<file path="src/rtl/multicycle_ctrl.sv">
// ---------------------------------------------------------------------------
// multicycle_ctrl
//
// Control FSM for a multicycle RV32-style datapath. Each instruction moves
// through FETCH -> DECODE -> EXEC -> [MEM] -> [WB] -> FETCH. Any fault enters
// TRAP, which only rst can leave. Faults are an illegal opcode, a memory
// timeout, or a corrupt state encoding.
//
// Optional feature macro: PERF_CNT_EN
//   defined   : instret counts retired instructions and wraps at 2^32
//   undefined : instret is tied to 0 and the counter logic is not built
//
// Handshake (imem and dmem): a request stays high until its ready is seen
// high in the same cycle. The transfer completes in that cycle. A ready that
// arrives while its request is low is ignored.
//
// Ports
//   clk, rst                        clock, synchronous active-high reset
//   ir_opcode[6:0]                  opcode field of the instruction register
//   branch_taken                    branch comparison result (used in EXEC)
//   imem_req / imem_ready           instruction fetch handshake
//   dmem_req / dmem_we / dmem_ready data access handshake and write qualifier
//   ir_we                           instruction register load strobe
//   pc_we, pc_sel[1:0]              PC update; 0 PC+4, 1 PC+imm, 2 ALU
//   alu_src_b                       ALU operand B; 0 rs2, 1 immediate
//   rf_we, wb_sel[1:0]              register write; 0 ALU, 1 load, 2 PC+4, 3 imm
//   state_o[2:0]                    current FSM state (debug visibility)
//   halted, illegal_instr, bus_err  sticky trap flags
//   instret[31:0]                   retired instruction count
// ---------------------------------------------------------------------------
module multicycle_ctrl #(
  parameter int MEM_TIMEOUT = 16  // legal range 2..255
) (
  input  logic        clk,
  input  logic        rst,
  input  logic [6:0]  ir_opcode,
  input  logic        branch_taken,
  output logic        imem_req,
  input  logic        imem_ready,
  output logic        dmem_req,
  output logic        dmem_we,
  input  logic        dmem_ready,
  output logic        ir_we,
  output logic        pc_we,
  output logic [1:0]  pc_sel,
  output logic        alu_src_b,
  output logic        rf_we,
  output logic [1:0]  wb_sel,
  output logic [2:0]  state_o,
  output logic        halted,
  output logic        illegal_instr,
  output logic        bus_err,
  output logic [31:0] instret
);

  typedef enum logic [2:0] {
    FETCH  = 3'd0,
    DECODE = 3'd1,
    EXEC   = 3'd2,
    MEM    = 3'd3,
    WB     = 3'd4,
    TRAP   = 3'd5
  } state_t;

  localparam logic [6:0] OP_R      = 7'b0110011;
  localparam logic [6:0] OP_IMM    = 7'b0010011;
  localparam logic [6:0] OP_LOAD   = 7'b0000011;
  localparam logic [6:0] OP_STORE  = 7'b0100011;
  localparam logic [6:0] OP_BRANCH = 7'b1100011;
  localparam logic [6:0] OP_LUI    = 7'b0110111;
  localparam logic [6:0] OP_AUIPC  = 7'b0010111;
  localparam logic [6:0] OP_JAL    = 7'b1101111;
  localparam logic [6:0] OP_JALR   = 7'b1100111;

  // The wait counter holds the number of ready-less cycles already spent in
  // the current state. The cycle in which it equals this value is the
  // MEM_TIMEOUT-th cycle without ready. Ready in that cycle still wins.
  localparam logic [7:0] TIMEOUT_LAST = 8'(MEM_TIMEOUT - 1);

  state_t     state;
  logic [7:0] wait_cnt;

  // Opcode classification
  logic is_r, is_imm, is_load, is_store, is_branch;
  logic is_lui, is_auipc, is_jal, is_jalr, is_legal;

  always_comb begin
    is_r      = (ir_opcode == OP_R);
    is_imm    = (ir_opcode == OP_IMM);
    is_load   = (ir_opcode == OP_LOAD);
    is_store  = (ir_opcode == OP_STORE);
    is_branch = (ir_opcode == OP_BRANCH);
    is_lui    = (ir_opcode == OP_LUI);
    is_auipc  = (ir_opcode == OP_AUIPC);
    is_jal    = (ir_opcode == OP_JAL);
    is_jalr   = (ir_opcode == OP_JALR);
    is_legal  = is_r | is_imm | is_load | is_store | is_branch |
                is_lui | is_auipc | is_jal | is_jalr;
  end

  assign state_o = state;

  // Strobes and requests depend only on the registered state, ir_opcode and
  // the qualifying inputs. rst forces all of them low, so a reset in the
  // middle of an access drops the request in the same cycle.
  always_comb begin
    imem_req  = 1'b0;
    ir_we     = 1'b0;
    dmem_req  = 1'b0;
    dmem_we   = 1'b0;
    pc_we     = 1'b0;
    pc_sel    = 2'd0;
    alu_src_b = 1'b0;
    rf_we     = 1'b0;
    wb_sel    = 2'd0;
    if (!rst) begin
      case (state)
        FETCH: begin
          imem_req = 1'b1;
          ir_we    = imem_ready;
        end
        EXEC: begin
          alu_src_b = ~(is_r | is_branch);
          if (is_branch) begin
            pc_we  = 1'b1;
            pc_sel = branch_taken ? 2'd1 : 2'd0;
          end
        end
        MEM: begin
          dmem_req = 1'b1;
          dmem_we  = is_store;
          // A store finishes here, so the PC advances to PC+4 on completion.
          if (is_store && dmem_ready) pc_we = 1'b1;
        end
        WB: begin
          rf_we = 1'b1;
          pc_we = 1'b1;
          if (is_load)                wb_sel = 2'd1;
          else if (is_jal || is_jalr) wb_sel = 2'd2;
          else if (is_lui)            wb_sel = 2'd3;
          else                        wb_sel = 2'd0;
          if (is_jal)       pc_sel = 2'd1;
          else if (is_jalr) pc_sel = 2'd2;
          else              pc_sel = 2'd0;
        end
        default: ;
      endcase
    end
  end

  // State register, wait counter and sticky trap flags.
  // wait_cnt is cleared on every state change, so each wait window starts
  // from zero.
  always_ff @(posedge clk) begin
    if (rst) begin
      state         <= FETCH;
      wait_cnt      <= 8'd0;
      halted        <= 1'b0;
      illegal_instr <= 1'b0;
      bus_err       <= 1'b0;
    end else begin
      case (state)
        FETCH: begin
          if (imem_ready) begin
            state    <= DECODE;
            wait_cnt <= 8'd0;
          end else if (wait_cnt == TIMEOUT_LAST) begin
            state    <= TRAP;
            wait_cnt <= 8'd0;
            bus_err  <= 1'b1;
            halted   <= 1'b1;
          end else begin
            wait_cnt <= wait_cnt + 8'd1;
          end
        end
        DECODE: begin
          wait_cnt <= 8'd0;
          if (is_legal) begin
            state <= EXEC;
          end else begin
            state         <= TRAP;
            illegal_instr <= 1'b1;
            halted        <= 1'b1;
          end
        end
        EXEC: begin
          wait_cnt <= 8'd0;
          if (is_load || is_store) state <= MEM;
          else if (is_branch)      state <= FETCH;
          else                     state <= WB;
        end
        MEM: begin
          if (dmem_ready) begin
            state    <= is_store ? FETCH : WB;
            wait_cnt <= 8'd0;
          end else if (wait_cnt == TIMEOUT_LAST) begin
            state    <= TRAP;
            wait_cnt <= 8'd0;
            bus_err  <= 1'b1;
            halted   <= 1'b1;
          end else begin
            wait_cnt <= wait_cnt + 8'd1;
          end
        end
        WB: begin
          wait_cnt <= 8'd0;
          state    <= FETCH;
        end
        TRAP: begin
          wait_cnt <= 8'd0;
          halted   <= 1'b1;
        end
        default: begin
          // Encodings 6 and 7 can only come from corruption.
          state         <= TRAP;
          wait_cnt      <= 8'd0;
          illegal_instr <= 1'b1;
          halted        <= 1'b1;
        end
      endcase
    end
  end

`ifdef PERF_CNT_EN
  // An instruction retires on the transition back into FETCH. That happens
  // for a branch in EXEC, for a completed store in MEM, and for any WB.
  logic retire;

  always_comb begin
    retire = 1'b0;
    if (!rst) begin
      case (state)
        EXEC:    retire = is_branch;
        MEM:     retire = is_store & dmem_ready;
        WB:      retire = 1'b1;
        default: retire = 1'b0;
      endcase
    end
  end

  always_ff @(posedge clk) begin
    if (rst)         instret <= 32'd0;
    else if (retire) instret <= instret + 32'd1;
  end
`else
  assign instret = 32'd0;
`endif

endmodule

</file>
<file path="config.mk">
export PLATFORM = sky130hd
export DESIGN_NAME = multicycle_ctrl
export DESIGN_NICKNAME = d
export VERILOG_FILES = /design/src/rtl/multicycle_ctrl.sv
export SDC_FILE = /design/constraint.sdc
export NUM_CORES = 1
export LEC_CHECK = 0
export ABC_AREA = 0
export CAP_MARGIN = 25
export CORE_MARGIN = 2
export CORE_UTILIZATION = 40
export CTS_CLUSTER_DIAMETER = 60
export CTS_CLUSTER_SIZE = 40
export DETAILED_ROUTE_END_ITERATION = 6
export GPL_TIMING_DRIVEN = 0
export PLACE_DENSITY = 0.91
export RECOVER_POWER = 25
export SYNTH_ARGS = -nofsm -noshare
export SYNTH_HDL_FRONTEND = slang
export SYNTH_SLANG_ARGS = --single-unit
</file>
<file path="constraint.sdc">
create_clock -name clk -period 3.9 [get_ports clk]
set_input_delay 0.975 -clock clk [delete_from_list [all_inputs] [get_ports clk]]
set_output_delay 0.975 -clock clk [all_outputs]
set_load 0.03 [all_outputs]
</file>
==> flow_summary.toml <==
[place]
io_buffers = 25
placed_cell_area_um2 = 1600
dp_hpwl_um = 2070
preCtsSetupSlack_ns = -0.405
gp_congestion = 0.899

[cts]
clk-insertion-delay-late_ns = 0.27
numCtsBuffers = 3
cts_root_buffer = "clkbuf_4"
cts_tree = "yes"
clk_pin_slew_ns = 0.07
clockBufferDepth = 2
cts_sinks = 14
postCtsHoldBufs = 0
htree_levels = 1
post_cts_buffers = 0

[global_route]
grt_first_pass_wirelength_um = 4290
grt_max_degree = 11
antenna_found_initial = 0
grt-ovfl-total = 0
grtUsageTotal = 0.156
grt_pass1_vias = 1002

[synthesis]
netlist_area_um2 = 1190
yosysWarningCount = 0
synth.distinct_cells = 38
yosys_register_bits = 14
avgSynthCellArea_um2 = 7.41
synth_cells = 160
synth-seq-area-share = 0.236

[layout]
multi_input_area_um2 = 751
diodes = 0
postLayoutCellArea_um2 = 1640
layout-drive-gt1-share = 0.196
syn2layout_area_growth_pct = 38.2
nNetsFinal = 234
regArea_um2 = 280
final_core_util = 0.589
layout_common_cells = "buf_4, conb_1, nor2_1"
nFillCells = 271

[setup_path]
rr_worst_depth = 6
worstPathRequired_ns = 2.92
critPathArrivalTime_ns = 2.77
r2r_end = "wait_cnt[2]"
worstSetupPathType = "in2out"
cp-end-kind = "output pin"
reg2reg_slack_ns = 2.24
critPathLaunchType = "primary input"
rr_startpoint = "state_o[0]"
crit_fanout = 7

[worst_hold_path]
hold_class = "reg2reg"
hold_path_end = "wait_cnt[0]"
hp-start = "wait_cnt[0]"
whs_path_depth = 1

[floorplan]
start_util = 0.426
ioPinCount = 61
dieHeight_um = 58.5
die_x_um = 58.5
die-area_um2 = 3420
row_count = 19
floorplan.core_area_um2 = 2780

[route]
vias = 1162
vias_per_cell = 4.65
drc = 0
dr.pass1.iters = 4
ant_nets = 0
drt_iter0_drc = 42
wirelength_um = 2590
wl_per_cell_um = 10.4

[timing]
finalHoldViolCount = 0
min_period_over_period = 0.959
setup_viol = 0
skew_ns = 0.00225
rsz0062_at_grt = "no"
fmax_mhz = 267
maxSlewViolCount = 0
fin_crit_ns = 3.74
worst_slack_ns = 0.158

[flow_run]
drv_cap = 0

[power]
peakVddDrop_v = 0.000210
power-per-cell-area_nw_per_um2 = 256
leakagePower_uw = 0.000778

[outcome]
status = "finished clean"
-- routing by layer --
layer / track usage / vias to the layer above / part of all wire
met5: 0 / - / 0
met3: 0.0440 / 2 / 0.090
met2: 0.270 / 43 / 0.48
met4: 0.0498 / 0 / 0.0077
li1: - / 612 / -
met1: 0.184 / 505 / 0.42
-- worst max path at each step --
stage                 start         to  slack (ns)  depth (start not counted)
3_3_place_gp   ir_opcode[6]      pc_we       -0.41                          6
2_1_floorplan           rst  wb_sel[1]        0.05                          4
3_5_place_dp   ir_opcode[6]      pc_we       -0.40                          6
6_report       ir_opcode[2]  alu_src_b        0.16                          4
5_1_grt        ir_opcode[2]  wb_sel[0]        0.07                          4
4_1_cts        ir_opcode[6]    dmem_we       0.008                          5
-- cell type report --
cell class / count / share of cell area
well taps: 31 / 0.0237
clock buffers: 3 / 0.0137
inverters: 3 / 0.00687
multi-input cells: 134 / 0.458
repair buffers: 25 / 0.155
plain buffers: 40 / 0.172
flip-flops and latches: 14 / 0.171
-- per-stage QoR --
step                      hold slack [ns]  total power, uW  setup TNS (ns)  cells
after CTS                           0.449              424               0    250
final                               0.444              420               0    250
after detailed placement            0.437              345          -0.763    247
after floorplan                     0.411              299               0    191
after global placement              0.423              342          -0.778    247
after global routing                0.463              449               0    250
-- what timing repair did --
action,CTS,global route
pin swaps,0,0
resized for setup,3,2
setup endpoints to repair,2,2
-- where the power goes --
part           switching (uW)  total (uW)  internal (uW)
sequential               8.93         159            150
clock                    42.5        78.3           35.8
combinational             112         182           70.1
-- cells by family after synthesis --
family                     Yosys count  share of synthesized area
xor gates and xnor gates             7                     0.0517
other                                1                    0.00316
DFF                                 14                      0.236
and+or+nand+nor                     70                      0.316
buffers and inverters               43                      0.247
adders and majority gates            1                     0.0105
AOI/OAI and AO/OA                   23                      0.127
muxes                                1                    0.00844
-- flip-flops by register name, indices dropped and copies added, names as in the netlist --
signal	flops
bus_err	1
halted	1
illegal_instr	1
state_o	3
wait_cnt	8
-- synth_stat cells, drive strengths merged --
| cell | number | area (um2) |
|---|---|---|
| a221oi | 1 | 8.76 |
| nor4b | 2 | 17.5 |
| nand2b | 4 | 25.0 |
| ha | 1 | 12.5 |
| dfxtp | 14 | 280 |
| buf | 36 | 267 |
| mux2i | 1 | 10.0 |
| or3 | 2 | 12.5 |
| nand4bb | 1 | 11.3 |
| nand3 | 6 | 30.0 |
| and2 | 1 | 6.26 |
| a211oi | 1 | 7.51 |
| nor2 | 20 | 75.1 |
| and3 | 4 | 25.0 |
| or2 | 1 | 6.26 |
| a21oi | 8 | 40.0 |
| conb | 1 | 3.75 |
| a41oi | 1 | 8.76 |
| o41ai | 1 | 8.76 |
| nand3b | 2 | 15.0 |
| xnor2 | 4 | 35.0 |
| a2111oi | 1 | 15.0 |
| a31oi | 2 | 12.5 |
| xor2 | 3 | 26.3 |
| nor2b | 5 | 31.3 |
| o211a | 1 | 10.0 |
| nand2 | 8 | 30.0 |
| clkbuf | 4 | 15.0 |
| nor3 | 5 | 25.0 |
| nor3b | 2 | 15.0 |
| inv | 3 | 11.3 |
| and4bb | 1 | 12.5 |
| nor4 | 3 | 18.8 |
| nand4 | 3 | 18.8 |
| o21ai | 6 | 30.0 |
| o311ai | 1 | 8.76 |
-- critical path: stages --
cell and delay (ns):
clkdlybuf4s50_1 0.62, and4bb_2 0.30, a31oi_1 0.18, clkdlybuf4s50_1 0.69
Power figures use the tool's default switching activity.
